## config.mk

```make
export PLATFORM = sky130hd
export DESIGN_NAME = led_breath_sched
export DESIGN_NICKNAME = d
export VERILOG_FILES = /design/src/rtl/led_pkg.sv /design/src/rtl/pwm_core.sv /design/src/rtl/led_breath_sched.sv
export SDC_FILE = /design/constraint.sdc
export NUM_CORES = 1
export LEC_CHECK = 0
export ABC_AREA = 1
export CORE_MARGIN = 5
export CORE_UTILIZATION = 37
export DETAILED_ROUTE_END_ITERATION = 12
export SLEW_MARGIN = 20
export SYNTH_ARGS = -nofsm -noshare
export SYNTH_HDL_FRONTEND = slang
export SYNTH_SLANG_ARGS = --single-unit
```

## constraint.sdc

```tcl
create_clock -name clk -period 4.6 [get_ports clk]
set_clock_uncertainty 0.1 [all_clocks]
set_input_delay 0.46 -clock clk [delete_from_list [all_inputs] [get_ports clk]]
set_output_delay 0.46 -clock clk [all_outputs]
set_load 0.03 [all_outputs]
```

## src/rtl/led_pkg.sv

```systemverilog
// ---------------------------------------------------------------------------
// led_pkg
// Shared definitions for the LED breathing scheduler:
//   - state_t       : scheduler FSM states
//   - DEF_*         : default timing constants (50 MHz clock, 10 ms PWM period)
//   - ch_pick_t     : result of the round-robin channel search
//   - pick_next_ch  : finds the next eligible channel after the current one
// ---------------------------------------------------------------------------
package led_pkg;

    typedef enum logic [2:0] {
        ST_IDLE,
        ST_SELECT,
        ST_UP,
        ST_HOLD,
        ST_DOWN
    } state_t;

    localparam int DEF_PERIOD_CYC       = 500_000;
    localparam int DEF_STEPS            = 20;
    localparam int DEF_PERIODS_PER_STEP = 10;
    localparam int DEF_HOLD_STEPS       = 10;

    typedef struct packed {
        logic       found;
        logic [1:0] ch;
    } ch_pick_t;

    // Search cur+1, cur+2, cur+3 (mod 4) and finally cur itself. The loop
    // walks from the farthest candidate to the nearest so the nearest set
    // bit is the one left in the result.
    function automatic ch_pick_t pick_next_ch(input logic [3:0] mask,
                                              input logic [1:0] cur);
        ch_pick_t   r;
        logic [1:0] c;
        r.found = 1'b0;
        r.ch    = cur;
        for (int i = 4; i >= 1; i--) begin
            c = cur + 2'(i);
            if (mask[c]) begin
                r.found = 1'b1;
                r.ch    = c;
            end
        end
        return r;
    endfunction

endpackage

```

## src/rtl/pwm_core.sv

```systemverilog
// ---------------------------------------------------------------------------
// pwm_core
// Free-running PWM period counter with duty comparator.
//   clk, rst_n  : clock, asynchronous active-low reset
//   enable      : counter runs while high; counter and active duty clear when low
//   duty        : requested duty (high cycles per period), sampled at period end
//   pwm         : combinational compare (count < active duty); the caller
//                 registers it
//   period_end  : high on the last count of each period
// ---------------------------------------------------------------------------
module pwm_core
    import led_pkg::*;
#(
    parameter int PERIOD_CYC = DEF_PERIOD_CYC,
    parameter int DUTY_W     = $clog2(PERIOD_CYC + 1)
) (
    input  logic              clk,
    input  logic              rst_n,
    input  logic              enable,
    input  logic [DUTY_W-1:0] duty,
    output logic              pwm,
    output logic              period_end
);

    localparam int               CNT_W    = (PERIOD_CYC > 1) ? $clog2(PERIOD_CYC) : 1;
    localparam logic [CNT_W-1:0] CNT_LAST = CNT_W'(PERIOD_CYC - 1);

    logic [CNT_W-1:0]  cnt;
    logic [DUTY_W-1:0] active_duty;

    assign period_end = enable && (cnt == CNT_LAST);
    assign pwm        = enable && (DUTY_W'(cnt) < active_duty);

    // Active duty only changes on the period boundary so every period is
    // driven with a single duty value.
    always_ff @(posedge clk or negedge rst_n) begin
        if (!rst_n) begin
            cnt         <= '0;
            active_duty <= '0;
        end else if (!enable) begin
            cnt         <= '0;
            active_duty <= '0;
        end else if (period_end) begin
            cnt         <= '0;
            active_duty <= duty;
        end else begin
            cnt         <= cnt + 1'b1;
        end
    end

endmodule

```

## src/rtl/led_breath_sched.sv

```systemverilog
// ---------------------------------------------------------------------------
// led_breath_sched
// Breathes one LED channel at a time: duty ramps up, holds at full, ramps
// down, then the next eligible channel (round robin over ch_mask) starts.
//   clk, rst_n : clock, asynchronous active-low reset
//   en         : run the sequence while high; low stops at the next period end
//   pause      : freeze step timing (PWM keeps running at the current duty)
//   ch_mask    : channels eligible for breathing, sampled only when selecting
//   led        : registered PWM drive, only led[cur_ch] can be high
//   cur_ch     : channel currently breathing
//   busy       : high while ramping up, holding or ramping down
// ---------------------------------------------------------------------------
module led_breath_sched
    import led_pkg::*;
#(
    parameter int PERIOD_CYC       = DEF_PERIOD_CYC,
    parameter int STEPS            = DEF_STEPS,
    parameter int PERIODS_PER_STEP = DEF_PERIODS_PER_STEP,
    parameter int HOLD_STEPS       = DEF_HOLD_STEPS
) (
    input  logic       clk,
    input  logic       rst_n,
    input  logic       en,
    input  logic       pause,
    input  logic [3:0] ch_mask,
    output logic [3:0] led,
    output logic [1:0] cur_ch,
    output logic       busy
);

    localparam int DUTY_W   = $clog2(PERIOD_CYC + 1);
    localparam int DUTY_INC = PERIOD_CYC / STEPS;
    localparam int STEP_W   = (PERIODS_PER_STEP > 1) ? $clog2(PERIODS_PER_STEP) : 1;
    localparam int HOLD_W   = (HOLD_STEPS > 1) ? $clog2(HOLD_STEPS) : 1;

    localparam logic [DUTY_W-1:0] DUTY_FULL = DUTY_W'(PERIOD_CYC);
    localparam logic [DUTY_W-1:0] INC       = DUTY_W'(DUTY_INC);
    localparam logic [DUTY_W-1:0] LAST_UP   = DUTY_W'(PERIOD_CYC - DUTY_INC);
    localparam logic [STEP_W-1:0] STEP_LAST = STEP_W'(PERIODS_PER_STEP - 1);
    localparam logic [HOLD_W-1:0] HOLD_LAST = HOLD_W'(HOLD_STEPS - 1);

    state_t            state, state_nxt;
    logic [DUTY_W-1:0] duty, duty_nxt;
    logic [1:0]        cur_ch_nxt;
    logic [HOLD_W-1:0] hold_cnt, hold_nxt;
    logic [STEP_W-1:0] step_cnt;
    logic              running;
    logic              period_end;
    logic              pwm;
    logic              step_tick;
    ch_pick_t          pick;

    assign running   = (state == ST_UP) || (state == ST_HOLD) || (state == ST_DOWN);
    assign busy      = running;
    assign step_tick = running && period_end && !pause && (step_cnt == STEP_LAST);
    assign pick      = pick_next_ch(ch_mask, cur_ch);

    // The core latches duty_nxt: duty only moves on period_end, so this is
    // the value the duty register holds for the whole coming period.
    pwm_core #(
        .PERIOD_CYC (PERIOD_CYC),
        .DUTY_W     (DUTY_W)
    ) u_pwm (
        .clk        (clk),
        .rst_n      (rst_n),
        .enable     (state != ST_IDLE),
        .duty       (duty_nxt),
        .pwm        (pwm),
        .period_end (period_end)
    );

    // Periods within a step; frozen by pause.
    always_ff @(posedge clk or negedge rst_n) begin
        if (!rst_n) begin
            step_cnt <= '0;
        end else if (!running) begin
            step_cnt <= '0;
        end else if (period_end && !pause) begin
            step_cnt <= (step_cnt == STEP_LAST) ? '0 : step_cnt + 1'b1;
        end
    end

    always_ff @(posedge clk or negedge rst_n) begin
        if (!rst_n) begin
            state    <= ST_IDLE;
            duty     <= '0;
            cur_ch   <= 2'd3;
            hold_cnt <= '0;
            led      <= 4'b0000;
        end else begin
            state    <= state_nxt;
            duty     <= duty_nxt;
            cur_ch   <= cur_ch_nxt;
            hold_cnt <= hold_nxt;
            led      <= (state_nxt != ST_IDLE && pwm) ? (4'b0001 << cur_ch) : 4'b0000;
        end
    end

    always_comb begin
        state_nxt  = state;
        duty_nxt   = duty;
        cur_ch_nxt = cur_ch;
        hold_nxt   = hold_cnt;
        case (state)
            ST_IDLE: begin
                duty_nxt = '0;
                hold_nxt = '0;
                if (en) state_nxt = ST_SELECT;
            end
            ST_SELECT: begin
                duty_nxt = '0;
                hold_nxt = '0;
                if (pick.found) begin
                    cur_ch_nxt = pick.ch;
                    state_nxt  = ST_UP;
                end else begin
                    state_nxt  = ST_IDLE;
                end
            end
            ST_UP: begin
                if (step_tick) begin
                    if (duty >= LAST_UP) begin
                        duty_nxt  = DUTY_FULL;
                        hold_nxt  = '0;
                        state_nxt = ST_HOLD;
                    end else begin
                        duty_nxt  = duty + INC;
                    end
                end
            end
            ST_HOLD: begin
                // The tick that ends the hold is also the first down step,
                // so full duty lasts exactly HOLD_STEPS steps.
                if (step_tick) begin
                    if (hold_cnt == HOLD_LAST) begin
                        hold_nxt = '0;
                        if (duty > INC) begin
                            duty_nxt  = duty - INC;
                            state_nxt = ST_DOWN;
                        end else begin
                            duty_nxt  = '0;
                            state_nxt = ST_SELECT;
                        end
                    end else begin
                        hold_nxt = hold_cnt + 1'b1;
                    end
                end
            end
            ST_DOWN: begin
                if (step_tick) begin
                    if (duty > INC) begin
                        duty_nxt  = duty - INC;
                    end else begin
                        duty_nxt  = '0;
                        state_nxt = ST_SELECT;
                    end
                end
            end
            default: begin
                state_nxt = ST_IDLE;
                duty_nxt  = '0;
            end
        endcase
        // Stopping wins over any step_tick on the same period boundary.
        if (state != ST_IDLE && !en && period_end) begin
            state_nxt = ST_IDLE;
            duty_nxt  = '0;
            hold_nxt  = '0;
        end
    end

endmodule
```

==> results.cfg, run 1 <==
[outcome]
status = finished, final reports clean

[synthesis]
synth_xor_area_share_pct = 3.31
synth_seq_area_share_pct = 33.3
synth_edf_count = 0
syn_avg_cell_area_um2 = 6.85
synth_top_family_by_area = simple AND/OR/NAND/NOR gates
yosys_register_bits = 74
synthSimpleGateAreaFrac_pct = 37.1
synth-main-ff-cell = dfrtp_1
yosysWarningCount = 0
synth_nets = 850
synth_area_um2 = 5560
synthArstFlopShare_pct = 100
synth_compound_area_share_pct = 9.27
synth_cells = 812
netlist-cell-type-count = 47
yosys.area_share.adder_pct = 6.75
synthMuxAreaShare_pct = 0.360

[drt]
drc = 0
drt_wl_total_um = 15500
via_per_inst = 5.22
ant_nets = 0
vias = 5266
wire_per_inst_um = 15.4
drt_first_pass_iters = 5
drt_iter0_markers = 318

[finish]
syn_to_final_growth_pct = 11.9
layout.nets = 858
fillCellCount = 1513
final_util_pct = 42.5
n_antenna_cell = 0
layout-drive-gt1-share_pct = 6.91

[clock_tree]
cts.hold.buffers_added = 0
cts_tree = built
cts_setup_buffers = 0
cts_buffer_depth = 2
cts_buffers = 9
cts_resized = 0
htreeDepth = 3
clock-root-buffer = clkbuf_16
insertion_delay_ns = 0.35
cts.sinks = 74
clkTransAtPathRegs_ns = 0.06

[critical_path]
ff2ff_setup_slack_ns = 1.70
cpMostUsedCell = nand2_1
path_cells = ha_1 -> nand2_2 -> nor2_4 -> nand3_4 -> nor3_2 -> nand2_1 -> nand2_1 -> inv_1 -> nand4_1 -> o21ai_0
worstSetupEndpoint = u_pwm.active_duty[3]
worstReg2RegEnd = u_pwm.active_duty[3]
critPathRequiredTime_ns = 4.71
r2r_start = u_pwm.cnt[0]
start_kind = flip-flop
cp-end-kind = flip-flop
cp-startpoint = u_pwm.cnt[0]
rr_worst_depth = 10
critPathMaxStageDelay_ns = 0.44
critPathBufInv = 1
path_max_fanout = 23
path_depth = 10
cp.arrival_ns = 3.01
crit_type = flip-flop to flip-flop
crit_slowest_cell = inv_1
path_delay_family = simple AND/OR/NAND/NOR gates

[flow_run]
maxCapViolCount = 0

[grt]
antenna_found_initial = 0
grt_pass1_vias = 5070
grt_max_degree = 75
grt_pass1_wl_um = 26000
gr-total-overflow = 0
grtUsageTotal_pct = 18.4

[sta]
min_period_ns = 2.90
max_slew.worst_pin.slew_ns = 0.802
setup_viol = 0
hold_violations = 0
finalWorstSetupSlack_ns = 1.70
rsz0062_at_grt = false
relSlewSlack_pct = 46.2
period_share_pct = 63.0
fmax_mhz = 345
tns_ns = 0
maxSlewViolCount = 0
holdWs_ns = 0.385

[floorplanning]
io_pins = 15
initial_core_util_pct = 38.0
dieArea_um2 = 17600
die_w_um = 133
row_count = 44
coreArea_um2 = 14600
die_h_um = 133

[worst_hold_path]
hold_depth = 2
hold_path.class = flip-flop to flip-flop

[placement]
hpwlAfterDp_um = 11700
dp_slack_ns = 1.73
gp_congestion = 0.947
io_buffers = 14

[power_and_ir_drop]
ir_drop_mv = 0.267
power_density_nw_per_um2 = 391
finalPower_w = 0.00243
p_leak_nw = 3.08
[per-layer routing]
layer  track usage (%)  routed length (um)
met4              9.24                 527
met5                 0                   0
met1              24.6                7160
met2              29.1                7050
met3              2.70                 774
[cell usage after synthesis, types with 7 or more instances]
| cell type | number | area share (%) |
|---|---|---|
| xor2_1 | 18 | 2.8 |
| nand3_1 | 93 | 8.4 |
| clkbuf_1 | 9 | 0.61 |
| dfrtp_1 | 72 | 32 |
| nand4_1 | 21 | 2.4 |
| o21ai_1 | 7 | 0.63 |
| o21ai_0 | 35 | 3.1 |
| inv_1 | 109 | 7.4 |
| a21oi_1 | 35 | 3.1 |
| nand2_1 | 208 | 14 |
| nor3_1 | 18 | 1.6 |
| nor2_1 | 77 | 5.2 |
| nand2_2 | 10 | 1.1 |
| ha_1 | 30 | 6.7 |
[worst min-delay path, delay by kind of cell, from the launching register on]
kind / cells / cell delay (ns)
AND/OR/NAND/NOR: 2 / 0.11
flip-flops: 1 / 0.34
[kinds of logic after synthesis]
kind of cell / count (synthesis)
AO/OA/AOI/OAI: 94
XOR/XNOR: 21
adder cells (fa/ha/maj): 30
buffers and inverters: 138
flip-flops: 74
multiplexers: 2
AND/OR/NAND/NOR: 453
[registers in the layout, summed over array words and instances (netlist names)]
| register | count |
|---|---|
| duty | 19 |
| u_pwm.active_duty | 19 |
| led | 4 |
| step_cnt | 4 |
| hold_cnt | 4 |
| cur_ch | 2 |
| u_pwm.cnt | 19 |
| state | 3 |
[cell usage in the layout, fill, tap and decap left out, types with 2 or more instances in the layout]
master | Yosys | final
clkdlybuf4s50_1 | 0 | 13
and3_1 | 2 | 2
clkinv_1 | 3 | 3
mux2i_1 | 2 | 2
nor3_2 | 2 | 2
o22ai_1 | 3 | 3
ha_1 | 30 | 30
xor2_1 | 18 | 18
nand3_1 | 93 | 93
nand2_2 | 10 | 10
nor4_1 | 2 | 2
inv_6 | 0 | 2
xnor2_1 | 3 | 3
o21ai_1 | 7 | 7
nor2_4 | 3 | 3
inv_2 | 5 | 5
nor3_1 | 18 | 18
bufinv_16 | 0 | 3
inv_1 | 109 | 109
clkbuf_16 | 0 | 9
nand3_2 | 2 | 2
nand4_1 | 21 | 21
dfrtp_1 | 72 | 72
clkinv_4 | 0 | 2
a211oi_1 | 2 | 2
nor2_1 | 77 | 77
nand2_1 | 208 | 208
nor2_2 | 6 | 6
a31oi_1 | 6 | 6
o21ai_0 | 35 | 35
a21oi_1 | 35 | 35
dfstp_2 | 2 | 2
buf_4 | 4 | 3
[through the flow]
| stage | std cells | area [um^2] |
|---|---|---|
| 3_5_place_dp | 991 | 5840 |
| 4_1_cts | 1007 | 6190 |
| 3_3_place_gp | 991 | 5840 |
| 2_1_floorplan | 812 | 5560 |
| 5_1_grt | 1009 | 6220 |
| 6_report | 1009 | 6220 |
[worst min-delay path by stage]
stage	start	end
floorplan	rst_n	duty[0]
global placement	u_pwm.active_duty[5]	u_pwm.active_duty[5]
detailed placement	u_pwm.active_duty[1]	u_pwm.active_duty[1]
CTS	rst_n	u_pwm.cnt[5]
global route	u_pwm.active_duty[0]	u_pwm.active_duty[0]
finish	u_pwm.active_duty[0]	u_pwm.active_duty[0]
[final cells by class]
class / instances / area, um^2 / area share [%]
clock buffers: 9 / 225 / 3.62
clock inverters: 7 / 125 / 2.01
inverters: 117 / 439 / 7.06
multi-input cells: 600 / 3160 / 50.8
flip-flops and latches: 74 / 1850 / 29.8
well taps: 184 / 230 / 3.70
repair buffers: 18 / 190 / 3.06
[power by group]
group | switching (W) | total (W) | internal, W
clock network | 0.000301 | 0.000837 | 0.000536
registers | 0.0000629 | 0.000776 | 0.000713
logic | 0.000575 | 0.000819 | 0.000244
total | 0.000940 | 0.00243 | 0.00149
Power figures use the tool's default switching activity.
==> run 2: changes to the inputs <==
==> constraint.sdc (replaced) <==
create_clock -name clk -period 2.9 [get_ports clk]
set_clock_uncertainty 0.1 [all_clocks]
set_input_delay 0.29 -clock clk [delete_from_list [all_inputs] [get_ports clk]]
set_output_delay 0.29 -clock clk [all_outputs]
set_load 0.03 [all_outputs]
==> run 2 against run 1 <==
Effect of this change:
- combinational power is 65% higher
- hold slack worse by 0.091 ns
- first-iteration DRC count is 61% higher
- maximum frequency is 11% higher
- non-clock buffer count is 12 higher
- critical path type unchanged
- largest cell class unchanged
==> results.cfg, run 2 (synthesized netlist as in run 1, its figures left out) <==
[outcome]
status = finished, final reports clean

[sta]
setup_viol = 0
min_period_ns = 2.60
tns_ns = 0
finalWorstSetupSlack_ns = 0.298
hold_violations = 0
max_slew.worst_pin.slew_ns = 0.715
fmax_mhz = 384
relSlewSlack_pct = 52.3
rsz0062_at_grt = false
holdWs_ns = 0.294
period_share_pct = 89.7
maxSlewViolCount = 0

[power_and_ir_drop]
p_clk_share_pct = 29.1
combPwrFrac_pct = 37.1
sw_frac_of_total_pct = 40.8
sequentialPowerShare_pct = 33.8
p_leak_nw = 3.10
power_density_nw_per_um2 = 581
finalPower_w = 0.00363
ir_drop_mv = 0.458
switchingPower_w = 0.00148
power.internal_w = 0.00215

[grt]
grt_pass1_vias = 5123
antenna_found_initial = 0
gr-total-overflow = 0
grt_max_degree = 75
grtUsageTotal_pct = 18.3
grt_pass1_wl_um = 26000

[floorplanning]
die_h_um = 133
coreArea_um2 = 14600
io_pins = 15
dieArea_um2 = 17600
row_count = 44
die_w_um = 133
initial_core_util_pct = 38.0

[placement]
gp_congestion = 0.983
io_buffers = 14
hpwlAfterDp_um = 11900
dp_slack_ns = 0.197

[clock_tree]
cts_buffer_depth = 2
cts.hold.buffers_added = 0
cts_tree = built
cts_buffers = 9
htreeDepth = 3
clock-root-buffer = clkbuf_16
cts.sinks = 74
insertion_delay_ns = 0.35
cts_resized = 0
clkTransAtPathRegs_ns = 0.06
cts_setup_buffers = 0

[drt]
wl_met2_um = 7050
ant_nets = 0
wire_per_inst_um = 15.3
vias = 5331
drt-met1-wl_um = 7210
via_per_inst = 5.23
drt_iter0_markers = 513
drt_first_pass_iters = 5
drc = 0
drt_wl_total_um = 15600
routed.top_layer = met4
route.met3.wl_um = 829

[flow_run]
maxCapViolCount = 0

[finish]
n_antenna_cell = 0
layout.nets = 870
layout_commonest_cell = nand2_1
layout-drive-gt1-share_pct = 8.01
top_regs = duty x19, u_pwm.active_duty x19, u_pwm.cnt x19
syn_to_final_growth_pct = 12.2
layout_common_cells = nand2_1, inv_1, nand3_1, nor2_1, dfrtp_1

[critical_path]
start_kind = flip-flop
ff2ff_setup_slack_ns = 0.30
crit_type = flip-flop to flip-flop
path_max_fanout = 5
cp-end-kind = flip-flop
cp.arrival_ns = 2.75
critPathRequiredTime_ns = 3.05

[worst_hold_path]
hold_path.class = primary input to asynchronous set/reset pin
==> run 2: worst max-delay path, cell delays in order (launching register included) <==
cell and delay, ns:
dfrtp_1 0.38, ha_1 0.21, nand2_2 0.10, nor2_4 0.20
nand3_1 0.11, nor2_1 0.20, nand4_1 0.37, clkinv_1 0.25
nand2_2 0.11, o21ai_0 0.17, inv_1 0.07, a21oi_1 0.22
==> run 2: worst paths after layout <==
check	start	to	cells past startpoint
max in group asynchronous	rst_n	cur_ch[1]	3
min in group clk	u_pwm.cnt[0]	u_pwm.cnt[0]	1
worst max-delay path	u_pwm.cnt[0]	duty[13]	11
worst max register to register	u_pwm.cnt[0]	duty[13]	11
worst min register to register	u_pwm.cnt[0]	u_pwm.cnt[0]	1
worst min-delay path	rst_n	u_pwm.cnt[2]	2
==> run 2: power groups by stage <==
| stage | Sequential (W) | Clock (W) | Combinational, W |
|---|---|---|---|
| after global routing | 0.00124 | 0.00111 | 0.00152 |
| after detailed placement | 0.00124 | 0 | 0.00134 |
| final | 0.00123 | 0.00106 | 0.00135 |
| after floorplan | 0.00128 | 0 | 0.000856 |
| after global placement | 0.00125 | 0 | 0.00134 |
| after CTS | 0.00123 | 0.00108 | 0.00134 |
==> run 2: layout make-up <==
type / count / area (um^2)
clock buffers: 11 / 243
multi-input cells: 600 / 3170
clock inverters: 4 / 28.8
well taps: 184 / 230
inverters: 117 / 439
repair buffers: 30 / 280
fillers: 1550 / 8400
flip-flops and latches: 74 / 1850
==> run 2: per-stage QoR <==
| step | utilization (%) | area [um^2] | instances |
|---|---|---|---|
| 6_report | 42.6 | 6240 | 1020 |
| 5_1_grt | 42.6 | 6240 | 1020 |
| 4_1_cts | 42.3 | 6200 | 1018 |
| 3_5_place_dp | 40.5 | 5930 | 1003 |
| 3_3_place_gp | 40.5 | 5930 | 1003 |
| 2_1_floorplan | - | 5560 | 812 |
==> run 2: layer usage <==
metal	global-route usage, %	vias up
li1	-	2682
met1	24.7	2457
met2	28.6	157
met3	2.58	35
met4	9.12	0
met5	0	-
